`src/rtl/note_record_controller.sv`:
```
// Sequencing controller between the key scanner and the tone generator. It passes live
// keys through, records (id, duration) events into a register memory, and replays them.
module note_record_controller #(
    parameter int TICK_CYCLES = 50000,
    parameter int DUR_W       = 12,
    parameter int DEPTH       = 64
) (
    input  logic                         clk,
    input  logic                         rst_n,
    input  logic [2:0]                   live_key_id,
    input  logic                         live_key_pressed,
    input  logic                         rec_start,
    input  logic                         play_start,
    input  logic                         stop,
    output logic [2:0]                   note_id,
    output logic                         note_active,
    output logic [1:0]                   state,
    output logic [$clog2(DEPTH):0]       event_count,
    output logic                         mem_full
);

    localparam int ADDR_W  = $clog2(DEPTH);
    localparam int PRESC_W = (TICK_CYCLES > 1) ? $clog2(TICK_CYCLES) : 1;

    typedef enum logic [1:0] {
        S_IDLE   = 2'd0,
        S_RECORD = 2'd1,
        S_PLAY   = 2'd2
    } state_t;

    state_t               state_q, state_d;
    logic [PRESC_W-1:0]   presc_q, presc_d;
    logic [2:0]           cur_id_q, cur_id_d;
    logic [DUR_W-1:0]     dur_q, dur_d;
    logic [ADDR_W:0]      count_q, count_d;
    logic                 full_q, full_d;
    logic [ADDR_W-1:0]    ptr_q, ptr_d;
    logic [2:0]           note_q, note_d;

    logic [2:0]           mem_id  [DEPTH];
    logic [DUR_W-1:0]     mem_dur [DEPTH];

    logic                 tick;
    logic [DUR_W-1:0]     close_dur;
    logic                 wr_en;

    assign tick      = (state_q != S_IDLE) && (presc_q == PRESC_W'(TICK_CYCLES - 1));
    // In RECORD dur_q counts ticks of the open event; in PLAY it counts ticks elapsed in the entry.
    assign close_dur = dur_q + {{(DUR_W-1){1'b0}}, tick};

    // NOTE: every always_comb output gets a default first, so no path can infer a latch.
    always_comb begin
        state_d  = state_q;
        presc_d  = tick ? '0 : presc_q + PRESC_W'(1);
        cur_id_d = cur_id_q;
        dur_d    = dur_q;
        count_d  = count_q;
        full_d   = full_q;
        ptr_d    = ptr_q;
        wr_en    = 1'b0;

        unique case (state_q)
            S_IDLE: begin
                presc_d = '0;
                dur_d   = '0;
                ptr_d   = '0;
                if (stop) begin
                    state_d = S_IDLE;
                end else if (rec_start) begin
                    state_d  = S_RECORD;
                    count_d  = '0;
                    full_d   = 1'b0;
                    cur_id_d = live_key_id;
                end else if (play_start && count_q != '0) begin
                    state_d = S_PLAY;
                end
            end

            S_RECORD: begin
                if (stop || live_key_id != cur_id_q || close_dur == {DUR_W{1'b1}}) begin
                    presc_d  = '0;
                    dur_d    = '0;
                    cur_id_d = live_key_id;
                    // Zero-length events are key-bounce glitches and are dropped.
                    wr_en    = (close_dur != '0);
                    if (wr_en) begin
                        count_d = count_q + (ADDR_W+1)'(1);
                        if (count_q + (ADDR_W+1)'(1) == (ADDR_W+1)'(DEPTH)) begin
                            full_d  = 1'b1;
                            state_d = S_IDLE;
                        end
                    end
                    if (stop) state_d = S_IDLE;
                end else begin
                    dur_d = close_dur;
                end
            end

            S_PLAY: begin
                if (stop) begin
                    state_d = S_IDLE;
                end else if (tick) begin
                    if (close_dur == mem_dur[ptr_q]) begin
                        dur_d = '0;
                        if ((ADDR_W+1)'(ptr_q) + (ADDR_W+1)'(1) == count_q) begin
                            state_d = S_IDLE;
                        end else begin
                            ptr_d = ptr_q + ADDR_W'(1);
                        end
                    end else begin
                        dur_d = close_dur;
                    end
                end
            end

            default: state_d = S_IDLE;
        endcase

        // A pressed live key always wins the single tone output.
        if (state_d == S_PLAY && !live_key_pressed) note_d = mem_id[ptr_d];
        else                                        note_d = live_key_id;
    end

    // NOTE: sequential state uses non-blocking assignments so all registers update together.
    always_ff @(posedge clk or negedge rst_n) begin
        if (!rst_n) begin
            state_q  <= S_IDLE;
            presc_q  <= '0;
            cur_id_q <= '0;
            dur_q    <= '0;
            count_q  <= '0;
            full_q   <= 1'b0;
            ptr_q    <= '0;
            note_q   <= '0;
        end else begin
            state_q  <= state_d;
            presc_q  <= presc_d;
            cur_id_q <= cur_id_d;
            dur_q    <= dur_d;
            count_q  <= count_d;
            full_q   <= full_d;
            ptr_q    <= ptr_d;
            note_q   <= note_d;
        end
    end

    // NOTE: the event memory has no reset; event_count alone marks which entries are valid.
    always_ff @(posedge clk) begin
        if (wr_en) begin
            mem_id[count_q[ADDR_W-1:0]]  <= cur_id_q;
            mem_dur[count_q[ADDR_W-1:0]] <= close_dur;
        end
    end

    assign note_id     = note_q;
    assign note_active = (note_q != 3'd0);
    assign state       = state_q;
    assign event_count = count_q;
    assign mem_full    = full_q;

endmodule
```
`config.mk`:
```
export PLATFORM = sky130hd
export DESIGN_NAME = note_record_controller
export DESIGN_NICKNAME = d
export VERILOG_FILES = /design/src/rtl/note_record_controller.sv
export SDC_FILE = /design/constraint.sdc
export NUM_CORES = 1
export LEC_CHECK = 0
export ABC_AREA = 1
export BUFFER_PORTS_ARGS = -buffer_cell sky130_fd_sc_hd__buf_4
export CAP_MARGIN = 20
export CELL_PAD_IN_SITES_DETAIL_PLACEMENT = 0
export CELL_PAD_IN_SITES_GLOBAL_PLACEMENT = 1
export CORE_MARGIN = 2
export CORE_UTILIZATION = 30
export DETAILED_ROUTE_END_ITERATION = 8
export HOLD_SLACK_MARGIN = 0.12
export MAX_ROUTING_LAYER = met4
export PLACE_DENSITY = 0.53
export SYNTH_ARGS = -nofsm -noshare
export SYNTH_HDL_FRONTEND = slang
export SYNTH_SLANG_ARGS = --single-unit
```
`constraint.sdc`:
```
create_clock -name clk -period 7.2 [get_ports clk]
set_clock_uncertainty 0.2 [all_clocks]
set_input_delay 0.72 -clock clk [delete_from_list [all_inputs] [get_ports clk]]
set_output_delay 0.72 -clock clk [all_outputs]
set_load 0.01 [all_outputs]
```
==> results.py <==
metrics = {
    "power": {
        "power_frac_comb_pct": 1.6,
        "power_frac_seq_pct": 53.1,
        "clkPwrFrac_pct": 45.3,
        "power.leakage_nw": 17.7,
        "power_density_nw_per_um2": 253,
        "ir_worst_vdd_mv": 0.193,
        "p_int_w": 0.00966,
        "sw_frac_of_total_pct": 20.8,
        "switching_power_w": 0.00253,
        "power_w": 0.0122,
    },
    "critical_path": {
        "worst-path-max-fanout": 58,
        "crit_top_cell": "nand3_1",
        "crit_buf_inv": 5,
        "cpPeakStageDelay_ns": 0.76,
        "crit_arrival_ns": 6.60,
        "cp.required_ns": 7.67,
        "cp-start-kind": "flip-flop",
        "cp-end-kind": "flip-flop",
        "crit_type": "flip-flop to flip-flop",
        "cp_slowest_cell": "inv_2",
        "cp_top_family": "simple AND/OR/NAND/NOR gates",
    },
    "logic_synthesis": {
        "yosys_warnings": 0,
        "synth_top_area_cell": "edfxtp_1",
        "synth_ff_type": "edfxtp_1",
        "synthCells": 3619,
        "yosysMostFrequentCell": "nand2_1",
        "syn_area_per_cell_sq_um": 11.6,
        "synth_area_leaders": "edfxtp_1 (69%), nand3_1 (12%), nand2_1 (9.3%)",
        "async_reset_ff_share_pct": 4.95,
        "ys_types": 39,
        "yosysSeqAreaShare_pct": 71.6,
        "syn_area_sq_um": 42000,
        "yosys-top-cells-count": "nand2_1 (1038), nand3_1 (1018), edfxtp_1 (960), buf_2 (131), nor2_1 (106)",
        "synth_top_area_share_pct": 68.7,
        "ys_ff_latch": 1010,
        "synth_edf_count": 960,
        "synth_nets": 3640,
    },
    "sta": {
        "rsz0062_at_grt": "false",
        "slew-limit-headroom_pct": 29.0,
        "timing.setup.tns_ns": 0,
        "worst_hold_slack_ns": 0.244,
        "finalWorstSetupSlack_ns": 1.07,
        "hold_violations": 0,
        "max_freq_mhz": 163,
        "slew_violations": 0,
        "worstMarginPinSlew_ns": 1.06,
        "finalCritPeriodShare_pct": 85.1,
        "setup_viol_count_final": 0,
        "timing.final.crit_period_ns": 6.13,
    },
    "clock_network": {
        "clkLatencyLatePin_ns": 0.73,
        "post_cts_resized": 0,
        "path_clk_slew_ns": 0.06,
        "h-tree-depth": 3,
        "cts_made_buffers": 110,
        "cts_max_path_buffers": 3,
        "post_cts_buffers": 0,
        "root_buffer": "clkbuf_16",
        "tritoncts": "yes",
        "clock-sinks": 1010,
    },
    "layout": {
        "syn_to_final_growth_pct": 14.7,
        "layout.nets": 3701,
        "drive_above_1_share_pct": 9.14,
        "finalNonFillerCells": 5650,
    },
    "worst_hold_path": {
        "hold_path.class": "input port to flip-flop",
    },
    "place": {
        "pre_cts_slack_ns": 1.05,
        "numPortBuffers": 22,
        "placed_cells": 5439,
        "dp_hpwl_um": 73300,
        "gp_congestion": 0.846,
    },
    "grt": {
        "grt_first_pass_wirelength_um": 192000,
        "grt_pass1_vias": 26738,
        "antenna_found_initial": 3,
        "grt_max_degree": 162,
        "gr-total-overflow": 0,
        "track_usage_pct": 18.9,
    },
    "drt": {
        "final_antenna_net_count": 0,
        "wl_per_cell_um": 23.2,
        "drtPass1Iterations": 5,
        "viasPerCell": 4.89,
        "finalWirelength_um": 131000,
        "drt_iter0_drc": 2520,
        "via_count": 27637,
        "remaining_drc_errors": 0,
    },
    "floorplanning": {
        "core-area_sq_um": 139000,
        "die_area_sq_um": 143000,
        "rows": 137,
        "start_util_pct": 30.2,
        "die_h_um": 378,
        "boundaryPins": 23,
        "die_w_um": 378,
    },
    "outcome": {
        "status": "finished clean",
    },
    "flow_run": {
        "max-cap-violations": 0,
    },
}
## final cells by class
type / instances / area (sq um)
Antenna cell: 1 / 2.50
Multi-Input combinational cell: 2309 / 10600
Clock buffer: 141 / 2910
Fill cell: 13807 / 91000
Tap cell: 1876 / 2350
Timing Repair Buffer: 162 / 1330
Clock inverter: 64 / 577
Inverter: 87 / 350
Sequential cell: 1010 / 30100
## cell usage in the layout, fill, tap and decap left out, types with 4 or more instances in the layout
cell type | synthesis | layout
dfrtp_1 | 50 | 43
dlygate4sd3_1 | 0 | 5
nor2_1 | 106 | 105
a21oi_1 | 12 | 11
ha_1 | 12 | 10
nand4_1 | 18 | 18
clkinv_2 | 0 | 16
o22ai_1 | 16 | 16
o211ai_1 | 4 | 4
clkinv_1 | 2 | 33
nand2_1 | 1038 | 1036
o21ai_0 | 8 | 8
nand3_1 | 1018 | 1018
bufinv_16 | 0 | 9
xor2_1 | 22 | 18
clkbuf_1 | 31 | 28
buf_4 | 18 | 149
o21ai_1 | 4 | 4
xnor2_1 | 4 | 4
clkbuf_16 | 0 | 111
nand2_2 | 4 | 5
nor3_1 | 15 | 15
inv_1 | 77 | 71
buf_12 | 0 | 8
edfxtp_1 | 960 | 960
xor2_4 | 0 | 4
nor4_1 | 11 | 11
dfrtp_2 | 0 | 4
inv_2 | 7 | 10
## metal layers
metal | global-route usage, % | part of all wire, % | wire, um | vias up
li1 | - | - | - | 12983
met1 | 26.0 | 46 | 60900 | 13877
met2 | 29.6 | 47 | 61800 | 622
met3 | 2.51 | 4.3 | 5670 | 155
met4 | 4.25 | 2.0 | 2610 | 0
met5 | - | 0 | 0 | -
## cell families after synthesis
logic type / count (synthesis) / synth area share [%]
compound gates: 50 / 0.700
xor+xnor: 26 / 0.542
fa+ha+maj: 12 / 0.358
buf+inv: 300 / 3.51
flops: 1010 / 71.6
simple gates: 2221 / 23.2
## registers in the layout, indices dropped and copies added, names as in the netlist
signal       count
event_count      7
mem_id         192
presc_q         16
note_id          3
mem_dur        768
state            2
ptr_q            6
dur_q           12
cur_id_q         3
mem_full         1
## path summary, 6_finish.rpt
check                           cells after the start  slack, ns  startpoint         end
max in group asynchronous                           2       5.77       rst_n    ptr_q[0]
worst max-delay path                               29       1.07    state[0]  note_id[1]
worst min-delay path                                4       0.24        stop    state[0]
worst max register to register                     29       1.07    state[0]  note_id[1]
min in group asynchronous                           2       0.43       rst_n    state[0]
worst min register to register                      1       0.25  presc_q[0]  presc_q[0]
## through the flow
step	area, sq um	util [%]
floorplan	42000	-
global placement	44600	32.0
detailed placement	44600	32.1
CTS	48200	34.6
global route	48200	34.6
finish	48200	34.6
## repair_timing
action                                 CTS  global route
setup endpoints to repair                0             0
hold buffers                             5             0
endpoints found under the hold margin   56             0
## worst min-delay path, cell delays in order
cell	delay [ns]
buf_4	0.13
nor3_1	0.06
o21bai_1	0.17
inv_1	0.05
## power by group through the flow
stage | clock [W] | sequential, W | combinational (W)
final | 0.00552 | 0.00647 | 0.000199
after global routing | 0.00588 | 0.00647 | 0.000216
after CTS | 0.00565 | 0.00647 | 0.000197
after detailed placement | 0 | 0.00660 | 0.000196
after global placement | 0 | 0.00660 | 0.000198
after floorplan | 0 | 0.00665 | 0.0000331
(Power assumes the default switching activity.)
